--- src/rtl/rv32i_pkg.sv ---
`default_nettype none
// ============================================================================
//  Module      : rv32i_pkg
//  Description : Shared FSM states, opcode[6:2] constants and trap causes for
//                the RV32I control unit, decoder and datapath.
//  Revision    : 1.0
// ============================================================================
package rv32i_pkg;

    typedef enum logic [2:0] {
        S_FETCH  = 3'd0,
        S_DECODE = 3'd1,
        S_EXEC   = 3'd2,
        S_MEM    = 3'd3,
        S_WB     = 3'd4,
        S_TRAP   = 3'd5
    } state_t;

    localparam logic [4:0] c_OP_LOAD   = 5'b00000;
    localparam logic [4:0] c_OP_STORE  = 5'b01000;
    localparam logic [4:0] c_OP_BRANCH = 5'b11000;
    localparam logic [4:0] c_OP_JAL    = 5'b11011;
    localparam logic [4:0] c_OP_JALR   = 5'b11001;
    localparam logic [4:0] c_OP_OP     = 5'b01100;
    localparam logic [4:0] c_OP_OPIMM  = 5'b00100;
    localparam logic [4:0] c_OP_LUI    = 5'b01101;
    localparam logic [4:0] c_OP_AUIPC  = 5'b00101;

    localparam logic [1:0] c_CAUSE_NONE     = 2'b00;
    localparam logic [1:0] c_CAUSE_ILLEGAL  = 2'b01;
    localparam logic [1:0] c_CAUSE_TIMEOUT  = 2'b10;
    localparam logic [1:0] c_CAUSE_MISALIGN = 2'b11;

    // Only 32-bit encodings of the nine supported major opcodes are legal.
    function automatic logic is_legal(input logic [6:0] opc7);
        logic w_known;
        w_known = 1'b0;
        case (opc7[6:2])
            c_OP_LOAD, c_OP_STORE, c_OP_BRANCH, c_OP_JAL, c_OP_JALR,
            c_OP_OP, c_OP_OPIMM, c_OP_LUI, c_OP_AUIPC: w_known = 1'b1;
            default: w_known = 1'b0;
        endcase
        return (opc7[1:0] == 2'b11) && w_known;
    endfunction

endpackage
`default_nettype wire

--- src/rtl/rv32i_bus_timer.sv ---
`default_nettype none
// ============================================================================
//  Module      : rv32i_bus_timer
//  Description : Memory wait counter; flags expiry after BUS_TIMEOUT cycles
//                without ack. An ack in the final cycle takes precedence.
//  Revision    : 1.0
// ============================================================================
module rv32i_bus_timer #(
    parameter int BUS_TIMEOUT = 16
) (
    input  logic clk,
    input  logic rst_n,
    input  logic active,
    input  logic ack,
    output logic expired
);

    generate
        if (BUS_TIMEOUT > 0) begin : g_timer
            localparam int c_W = (BUS_TIMEOUT > 1) ? $clog2(BUS_TIMEOUT) : 1;
            localparam logic [c_W-1:0] c_LIMIT = c_W'(BUS_TIMEOUT - 1);

            logic [c_W-1:0] r_count;

            // Count holds the number of already-waited cycles, so the current
            // cycle is the last allowed one when it equals BUS_TIMEOUT-1.
            always_ff @(posedge clk or negedge rst_n) begin
                if (!rst_n) begin
                    r_count <= '0;
                end else if (!active || ack) begin
                    r_count <= '0;
                end else begin
                    r_count <= r_count + 1'b1;
                end
            end

            assign expired = active && !ack && (r_count == c_LIMIT);
        end else begin : g_no_timer
            assign expired = 1'b0;
        end
    endgenerate

endmodule
`default_nettype wire

--- src/rtl/rv32i_ctrl.sv ---
`default_nettype none
// ============================================================================
//  Module      : rv32i_ctrl
//  Description : Multi-cycle RV32I control FSM: fetch, decode, execute,
//                memory, write-back and an absorbing trap state.
//  Revision    : 1.0
// ============================================================================
module rv32i_ctrl
    import rv32i_pkg::*;
#(
    parameter logic [31:0] RESET_PC    = 32'h0000_0000,
    parameter int          BUS_TIMEOUT = 16
) (
    input  logic        clk,
    input  logic        rst_n,
    output logic        imem_req,
    input  logic        imem_ack,
    input  logic [31:0] imem_rdata,
    output logic [31:0] pc,
    output logic [31:0] ir,
    output logic        dmem_req,
    output logic        dmem_we,
    input  logic        dmem_ack,
    input  logic        branch_taken,
    input  logic [31:0] target,
    output logic        rf_we,
    output logic        trap,
    output logic [1:0]  trap_cause,
    output logic [31:0] instret
);

    state_t      r_state;
    logic [31:0] r_pc;
    logic [31:0] r_ir;
    logic [31:0] r_instret;
    logic [1:0]  r_cause;

    logic [4:0]  w_opcode;
    logic        w_is_jump;
    logic        w_misaligned;
    logic [31:0] w_pc_plus4;
    logic        w_bus_active;
    logic        w_bus_ack;
    logic        w_timeout;

    assign w_opcode     = r_ir[6:2];
    assign w_is_jump    = (w_opcode == c_OP_JAL) || (w_opcode == c_OP_JALR);
    assign w_misaligned = (target[1:0] != 2'b00);
    assign w_pc_plus4   = r_pc + 32'd4;

    assign w_bus_active = (r_state == S_FETCH) || (r_state == S_MEM);
    assign w_bus_ack    = ((r_state == S_FETCH) && imem_ack) ||
                          ((r_state == S_MEM)   && dmem_ack);

    rv32i_bus_timer #(
        .BUS_TIMEOUT (BUS_TIMEOUT)
    ) u_bus_timer (
        .clk     (clk),
        .rst_n   (rst_n),
        .active  (w_bus_active),
        .ack     (w_bus_ack),
        .expired (w_timeout)
    );

    always_ff @(posedge clk or negedge rst_n) begin
        if (!rst_n) begin
            r_state   <= S_FETCH;
            r_pc      <= RESET_PC;
            r_ir      <= 32'd0;
            r_instret <= 32'd0;
            r_cause   <= c_CAUSE_NONE;
        end else begin
            case (r_state)
                S_FETCH: begin
                    if (imem_ack) begin
                        if (is_legal(imem_rdata[6:0])) begin
                            r_ir    <= imem_rdata;
                            r_state <= S_DECODE;
                        end else begin
                            r_cause <= c_CAUSE_ILLEGAL;
                            r_state <= S_TRAP;
                        end
                    end else if (w_timeout) begin
                        r_cause <= c_CAUSE_TIMEOUT;
                        r_state <= S_TRAP;
                    end
                end
                S_DECODE: r_state <= S_EXEC;
                S_EXEC: begin
                    case (w_opcode)
                        c_OP_LOAD, c_OP_STORE: r_state <= S_MEM;
                        c_OP_BRANCH: begin
                            if (branch_taken && w_misaligned) begin
                                r_cause <= c_CAUSE_MISALIGN;
                                r_state <= S_TRAP;
                            end else begin
                                r_pc      <= branch_taken ? target : w_pc_plus4;
                                r_instret <= r_instret + 32'd1;
                                r_state   <= S_FETCH;
                            end
                        end
                        c_OP_JAL, c_OP_JALR: begin
                            if (w_misaligned) begin
                                r_cause <= c_CAUSE_MISALIGN;
                                r_state <= S_TRAP;
                            end else begin
                                r_pc    <= target;
                                r_state <= S_WB;
                            end
                        end
                        default: r_state <= S_WB;
                    endcase
                end
                S_MEM: begin
                    if (dmem_ack) begin
                        if (w_opcode == c_OP_STORE) begin
                            r_pc      <= w_pc_plus4;
                            r_instret <= r_instret + 32'd1;
                            r_state   <= S_FETCH;
                        end else begin
                            r_state <= S_WB;
                        end
                    end else if (w_timeout) begin
                        r_cause <= c_CAUSE_TIMEOUT;
                        r_state <= S_TRAP;
                    end
                end
                S_WB: begin
                    if (!w_is_jump) begin
                        r_pc <= w_pc_plus4;
                    end
                    r_instret <= r_instret + 32'd1;
                    r_state   <= S_FETCH;
                end
                S_TRAP:  r_state <= S_TRAP;
                default: r_state <= S_TRAP;
            endcase
        end
    end

    // Strobes come from the state register only; rst_n gating drops them
    // the moment reset asserts, even while the FSM sits in FETCH.
    assign imem_req   = rst_n && (r_state == S_FETCH);
    assign dmem_req   = rst_n && (r_state == S_MEM);
    assign dmem_we    = rst_n && (r_state == S_MEM) && (w_opcode == c_OP_STORE);
    assign rf_we      = rst_n && (r_state == S_WB);
    assign trap       = (r_state == S_TRAP);
    assign trap_cause = r_cause;
    assign pc         = r_pc;
    assign ir         = r_ir;
    assign instret    = r_instret;

endmodule
`default_nettype wire

--- config.mk ---
export PLATFORM = sky130hd
export DESIGN_NAME = rv32i_ctrl
export DESIGN_NICKNAME = d
export VERILOG_FILES = /design/src/rtl/rv32i_pkg.sv /design/src/rtl/rv32i_bus_timer.sv /design/src/rtl/rv32i_ctrl.sv
export SDC_FILE = /design/constraint.sdc
export NUM_CORES = 1
export LEC_CHECK = 0
export BUFFER_PORTS_ARGS = -buffer_cell sky130_fd_sc_hd__buf_4
export CORE_UTILIZATION = 51
export DETAILED_ROUTE_END_ITERATION = 8
export PLACE_DENSITY = 0.85
export SYNTH_ARGS = -nofsm -noshare
export SYNTH_HDL_FRONTEND = slang
export SYNTH_SLANG_ARGS = --single-unit
--- constraint.sdc ---
create_clock -name clk -period 2.5 [get_ports clk]
set_input_delay 0 -clock clk [delete_from_list [all_inputs] [get_ports clk]]
set_output_delay 0 -clock clk [all_outputs]
set_load 0.02 [all_outputs]
After elaboration in Yosys (flattened, before gate mapping)
Memory sizes are Yosys's and may differ from the RTL's.
Cells that the tools add are included.
- register bits after elaboration: 105
- memory bits (read-only): 32
- memories: 1
- memory list (memory ; depth ; width ; rd ports ; clocked after memory_dff ; write ports ; line ; RTL):
    (no name shown) ; 32 ; 1 ; 1 ; 0 ; 0 ; rv32i_pkg.sv:38 ; case (opc7[6:2])
- eq/ne operators: 23
- add/sub/neg operators: 3
- multiplexer cells: 33
- reduce and logical (&&, ||, !) cells: 27
- operators with widths (operator ; number):
    two-way mux 32 bit ; 10
    case mux 32 bit (3 select lines) ; 2
    case mux 32 bit (2 select lines) ; 1
    adder 32 x 1 -> 32 bit, second input constant ; 1
    adder 32 x 3 -> 32 bit, second input constant ; 1
    two-way mux 3 bit ; 6
    == test 5 bit, second input constant ; 3
    != test 3 bit, second input constant ; 5
    case mux 3 bit (5 select lines) ; 1
    two-way mux 2 bit ; 6
    logical AND 1 bit ; 10
    case mux 3 bit (3 select lines) ; 1
    != test 2 bit, second input constant ; 4
    AND reduction 7 bit ; 1
    == test 3 x 2 -> 1 bit, second input constant ; 2
    == test 3 bit, second input constant ; 2
    case mux 2 bit (3 select lines) ; 1
    AND reduction 6 bit ; 1
    nonzero test 3 bit ; 2
    == test 5 x 4 -> 1 bit, second input constant ; 1
    zero test 5 bit ; 1
    AND reduction 5 bit ; 1
    adder 4 x 1 -> 4 bit, second input constant ; 1
    == test 4 bit, second input constant ; 1
    other kinds (13) ; 21

Longest topological paths before layout
- depth in word-level cells: 9
- gate-level depth with buffers: 8
- mapped depth without buffers: 6

Cells and area by module
From an unflattened synthesis, not the netlist that was laid out.
- cells, all modules: 526
- area, all modules: 5434.0 µm²
- modules (own cells, without submodules) (module ; instances ; area each (µm²) ; sequential area each (µm²) ; cells each):
    rv32i_ctrl ; 1 ; 5250.0 ; 2527.4 ; 509
    rv32i_bus_timer ; 1 ; 183.9 ; 100.1 ; 17

Worst setup path before layout
No wires, ideal clock.
- kind: register to register
- from: register r_ir[2] (netlist: ir[2])
- to: register r_instret[9] (netlist: instret[9])
- library setup time: 0.130 ns
- stages on the path, launching flop included: 8
- path buffers: 2
- period minus slack after synthesis: 1.970 ns
- data arrival time: 1.840 ns
- slack: 0.530 ns
- path through: dfrtp_1 -> buf_6 -> nor4_4 -> a31oi_4 -> a211oi_2 -> buf_6 -> nand4_1 -> xnor2_1
- longest elaborated chain between the ends: 3
- elaborated cells between the ends (all ways): 5
- those cells by class: 4 x eq/ne; 1 x reduce/logical
- ends and longest elaborated chain (what ; line ; RTL):
    from (decl) ; rv32i_ctrl.sv:34 ; logic [31:0] r_ir;
    from (signal assigned) ; rv32i_ctrl.sv:77 ; r_ir <= imem_rdata;
    == test 5 bit / == test 5 x 4 -> 1 bit (equally long branches) ; rv32i_ctrl.sv:90, rv32i_ctrl.sv:116 ;
    != test 2 x 1 -> 1 bit (no line) ; n/a ;
    AND reduction 5 bit (no line) (*) ; n/a ;
    to (signal assigned) ; rv32i_ctrl.sv:98 ; r_instret <= r_instret + 32'd1;
    to (signal assigned) ; rv32i_ctrl.sv:118 ; r_instret <= r_instret + 32'd1;
    to (signal assigned) ; rv32i_ctrl.sv:132 ; r_instret <= r_instret + 32'd1;
    to (decl) ; rv32i_ctrl.sv:35 ; logic [31:0] r_instret;
Every way passes the cells marked *; elsewhere a longest branch is shown, timed or not.
A chain may end at the register's enable or synchronous reset.

Worst setup path in the final report
- from: register r_state[0]
- to: register r_pc[9] (netlist: pc[9])
- longest elaborated chain between the ends: 3
- elaborated cells between the ends (all ways): 12
- those cells by class: 9 x eq/ne; 1 x mux; 2 x reduce/logical
- ends and longest elaborated chain (what ; line ; RTL):
    from (decl) ; rv32i_ctrl.sv:32 ; state_t r_state;
    from (signal assigned) ; rv32i_ctrl.sv:67 ; r_state <= S_FETCH;
    from (signal assigned) ; rv32i_ctrl.sv:78 ; r_state <= S_DECODE;
    from (signal assigned) ; rv32i_ctrl.sv:81 ; r_state <= S_TRAP;
    == test 3 x 2 -> 1 bit / == test 3 bit (equally long branches) ; rv32i_ctrl.sv:73 ; case (r_state)
    != test 3 bit (no line), or another cell as far along ; n/a ;
    AND reduction 7 bit (no line) ; n/a ;
    to (signal assigned) ; rv32i_ctrl.sv:97 ; r_pc <= branch_taken ? target : w_pc_plus4;
    to (signal assigned) ; rv32i_ctrl.sv:107 ; r_pc <= target;
    to (signal assigned) ; rv32i_ctrl.sv:117 ; r_pc <= w_pc_plus4;
    to (decl) ; rv32i_ctrl.sv:33 ; logic [31:0] r_pc;
Several ways; a longest one is shown, not always the timed one.

==> flow_metrics.env <==
export IMPL_synthCells=513
export IMPL_yosysUniqueCellTypes=68
export IMPL_tns_ns=0
export IMPL_hpwlAfterDp_um=10100
export IMPL_clk_pin_slew_worst_paths_ns=0.10
export IMPL_clock_path_buffers=2
export IMPL_netlist_area_leader_share_pct=48.5
export IMPL_worst_pin_slew_ns=0.636
export IMPL_ant_nets=0
export IMPL_track_usage_pct=27.9
export IMPL_wl_per_cell_um=17.4
export IMPL_fin_area_um2=7650
export IMPL_register_area_um2=2630
export IMPL_skew_ns=0.0110
export IMPL_syn_area_um2=5420
export IMPL_max_freq_mhz=435
export IMPL_antennaDiodeCount=0
export IMPL_io_pins=172
export IMPL_crit_fanout=37
export IMPL_yosysSeqAreaShare_pct=48.5
export IMPL_antenna_found_initial=0
export IMPL_worstSetupStartpointType="flip-flop"
export IMPL_rows=37
export IMPL_start_util_pct=52.5
export IMPL_cts_tree="built"
export IMPL_vias=5002
export IMPL_critical_path_arrival_ns=2.55
export IMPL_cp_end_kind="flip-flop"
export IMPL_synth_edf_count=0
export IMPL_area_growth_pct=41.3
export IMPL_p_sw_w=0.000686
export IMPL_nets=807
export IMPL_hold_ws_ns=0.0206
export IMPL_synth_seq_cells=105
export IMPL_clkLatencyLatePin_ns=0.37
export IMPL_drc=0
export IMPL_ir_drop_mv=0.306
export IMPL_p_int_w=0.00247
export IMPL_gp_congestion=0.864
export IMPL_cts_root_buffer="clkbuf_8"
export IMPL_swShare_pct=21.7
export IMPL_hold_viol=0
export IMPL_die_h_um=105
export IMPL_syn_area_per_cell_um2=10.6
export IMPL_p_seq_share_pct=53.8
export IMPL_io_buffers=171
export IMPL_slew_violations=0
export IMPL_core_um2=10300
export IMPL_grt_pass1_wl_um=24400
export IMPL_cts_buffers=9
export IMPL_multi_input_area_um2=2610
export IMPL_p_clk_share_pct=37.8
export IMPL_setup_violations=0
export IMPL_synth_area_top_cells="dfrtp_1, mux2_2, xnor2_1"
export IMPL_htreeDepth=3
export IMPL_hold_class="in -> async"
export IMPL_drt_wl_total_um=15200
export IMPL_drive_gt1_share_pct=32.3
export IMPL_power_density_nw_per_um2=412
export IMPL_synth_most_common_cell="dfrtp_1"
export IMPL_async_flop_share_pct=100
export IMPL_synthTopCellsByCount="dfrtp_1, nand2_1, a21oi_1"
export IMPL_routed_via_density=5.71
export IMPL_pwr_share_comb_pct=8.4
export IMPL_status="complete, no violations"
export IMPL_die_area_um2=11000
export IMPL_critical_path_class="reg -> reg"
export IMPL_ys_warnings_count=0
export IMPL_critical_path_required_ns=2.75
export IMPL_fin_crit_sh_pct=91.9
export IMPL_yosys_area_top_type="dfrtp_1"
export IMPL_grt_pass1_vias=4942
export IMPL_gr_total_overflow=0
export IMPL_placed_area_um2=6820
export IMPL_ys_flop_type="dfrtp_1"
export IMPL_first_pass_iters=5
export IMPL_fill_cells=663
export IMPL_leakagePower_nw=3.59
export IMPL_rsz0062_at_grt="false"
export IMPL_drv_cap=0
export IMPL_post_cts_buffers=0
export IMPL_syn_num_nets=585
export IMPL_die_x_um=105
export IMPL_cts_sinks=105
export IMPL_grt_max_degree=53
export IMPL_period_minus_slack_ns=2.30
export IMPL_relSlewSlack_pct=57.6
export IMPL_first_iter_violations=324
==> logic make-up after synthesis <==
group | count (synthesis) | share of synthesized area (%)
simple gates | 180 | 19.0
compound gates | 124 | 16.4
flops | 105 | 48.5
buf+inv | 37 | 3.65
xor+xnor | 33 | 5.34
mux | 31 | 6.42
fa+ha+maj | 3 | 0.693
==> state kept, by name, indices dropped and copies added (netlist names) <==
| signal | cells |
|---|---|
| r_state | 3 |
| ir | 32 |
| trap_cause | 2 |
| pc | 32 |
| u_bus_timer.g_timer.r_count | 4 |
| instret | 32 |
==> power by group through the flow <==
stage,Sequential [W],Clock [W],Combinational [W]
6_report,0.00170,0.00119,0.000264
3_5_place_dp,0.00173,0,0.000185
3_3_place_gp,0.00173,0,0.000181
5_1_grt,0.00170,0.00129,0.000285
4_1_cts,0.00170,0.00121,0.000260
2_1_floorplan,0.00173,0,0.0000472
==> final timing paths <==
kind                       slack, ns    endpoint  depth (start not counted)        from
max                             0.20       pc[9]                          7  r_state[0]
min                             0.02  r_state[1]                          2       rst_n
max reg2reg                     0.20       pc[9]                          7  r_state[0]
min reg2reg                     0.47       ir[1]                          1       ir[1]
max in group asynchronous       1.63      ir[16]                          3       rst_n
min in group clk                0.04      pc[15]                          4  target[15]
==> what timing repair did <==
action | in CTS | in global routing
hold buffers | 59 | 0
gates resized for setup | 0 | 1
endpoints found under the setup margin | 0 | 2
endpoints found under the hold margin | 165 | 0
==> metal layers <==
layer | GRT usage (%) | wire, um
met1 | 34.9 | 6150
met2 | 47.7 | 7790
met4 | 10.4 | 338
met5 | 0 | 0
met3 | 5.80 | 927
==> critical path, cell delays in order (launching register included) <==
cell,delay (ns)
dfrtp_1,0.47
buf_4,0.23
nor3b_2,0.38
a221o_2,0.45
buf_12,0.24
o21ai_0,0.15
a21oi_1,0.20
a21oi_1,0.06
==> area by class of cell <==
class                   instances  area share [%]
flip-flops and latches        105            34.3
multi-input cells             371            34.1
repair buffers                240            26.0
well taps                     136            2.22
clock buffers                  12            2.03
clock inverters                 4           0.981
inverters                       8           0.393
==> cell usage in the layout, fill, tap and decap left out, types with 3 or more instances in the layout <==
cell           instances
nor3_1                 3
and2_1                11
buf_4                178
nand2b_1               4
nor2b_1                7
mux2_1                 6
clkbuf_8              11
nand3_1               33
nand4_1               24
buf_12                 3
xor2_1                 6
dfrtp_1              105
nand2_1               45
and3_1                11
o22ai_1               14
o22a_1                 5
nor2_1                17
a2bb2oi_1             14
and4_1                 6
a21oi_1               39
mux2_2                24
o21ai_0               17
inv_1                  8
dlygate4sd3_1         59
ha_1                   3
xnor2_1               27
a31oi_1                4
==> per-stage QoR <==
stage	util, %	cells	power, W	setup WS [ns]
global route	74.1	876	0.00327	0.0481
finish	74.1	876	0.00316	0.203
global placement	66.1	801	0.00191	0.275
floorplan	-	513	0.00178	0.530
detailed placement	66.1	801	0.00192	0.165
CTS	74.0	876	0.00317	0.156
No activity file was read; power rests on OpenSTA's default activity.
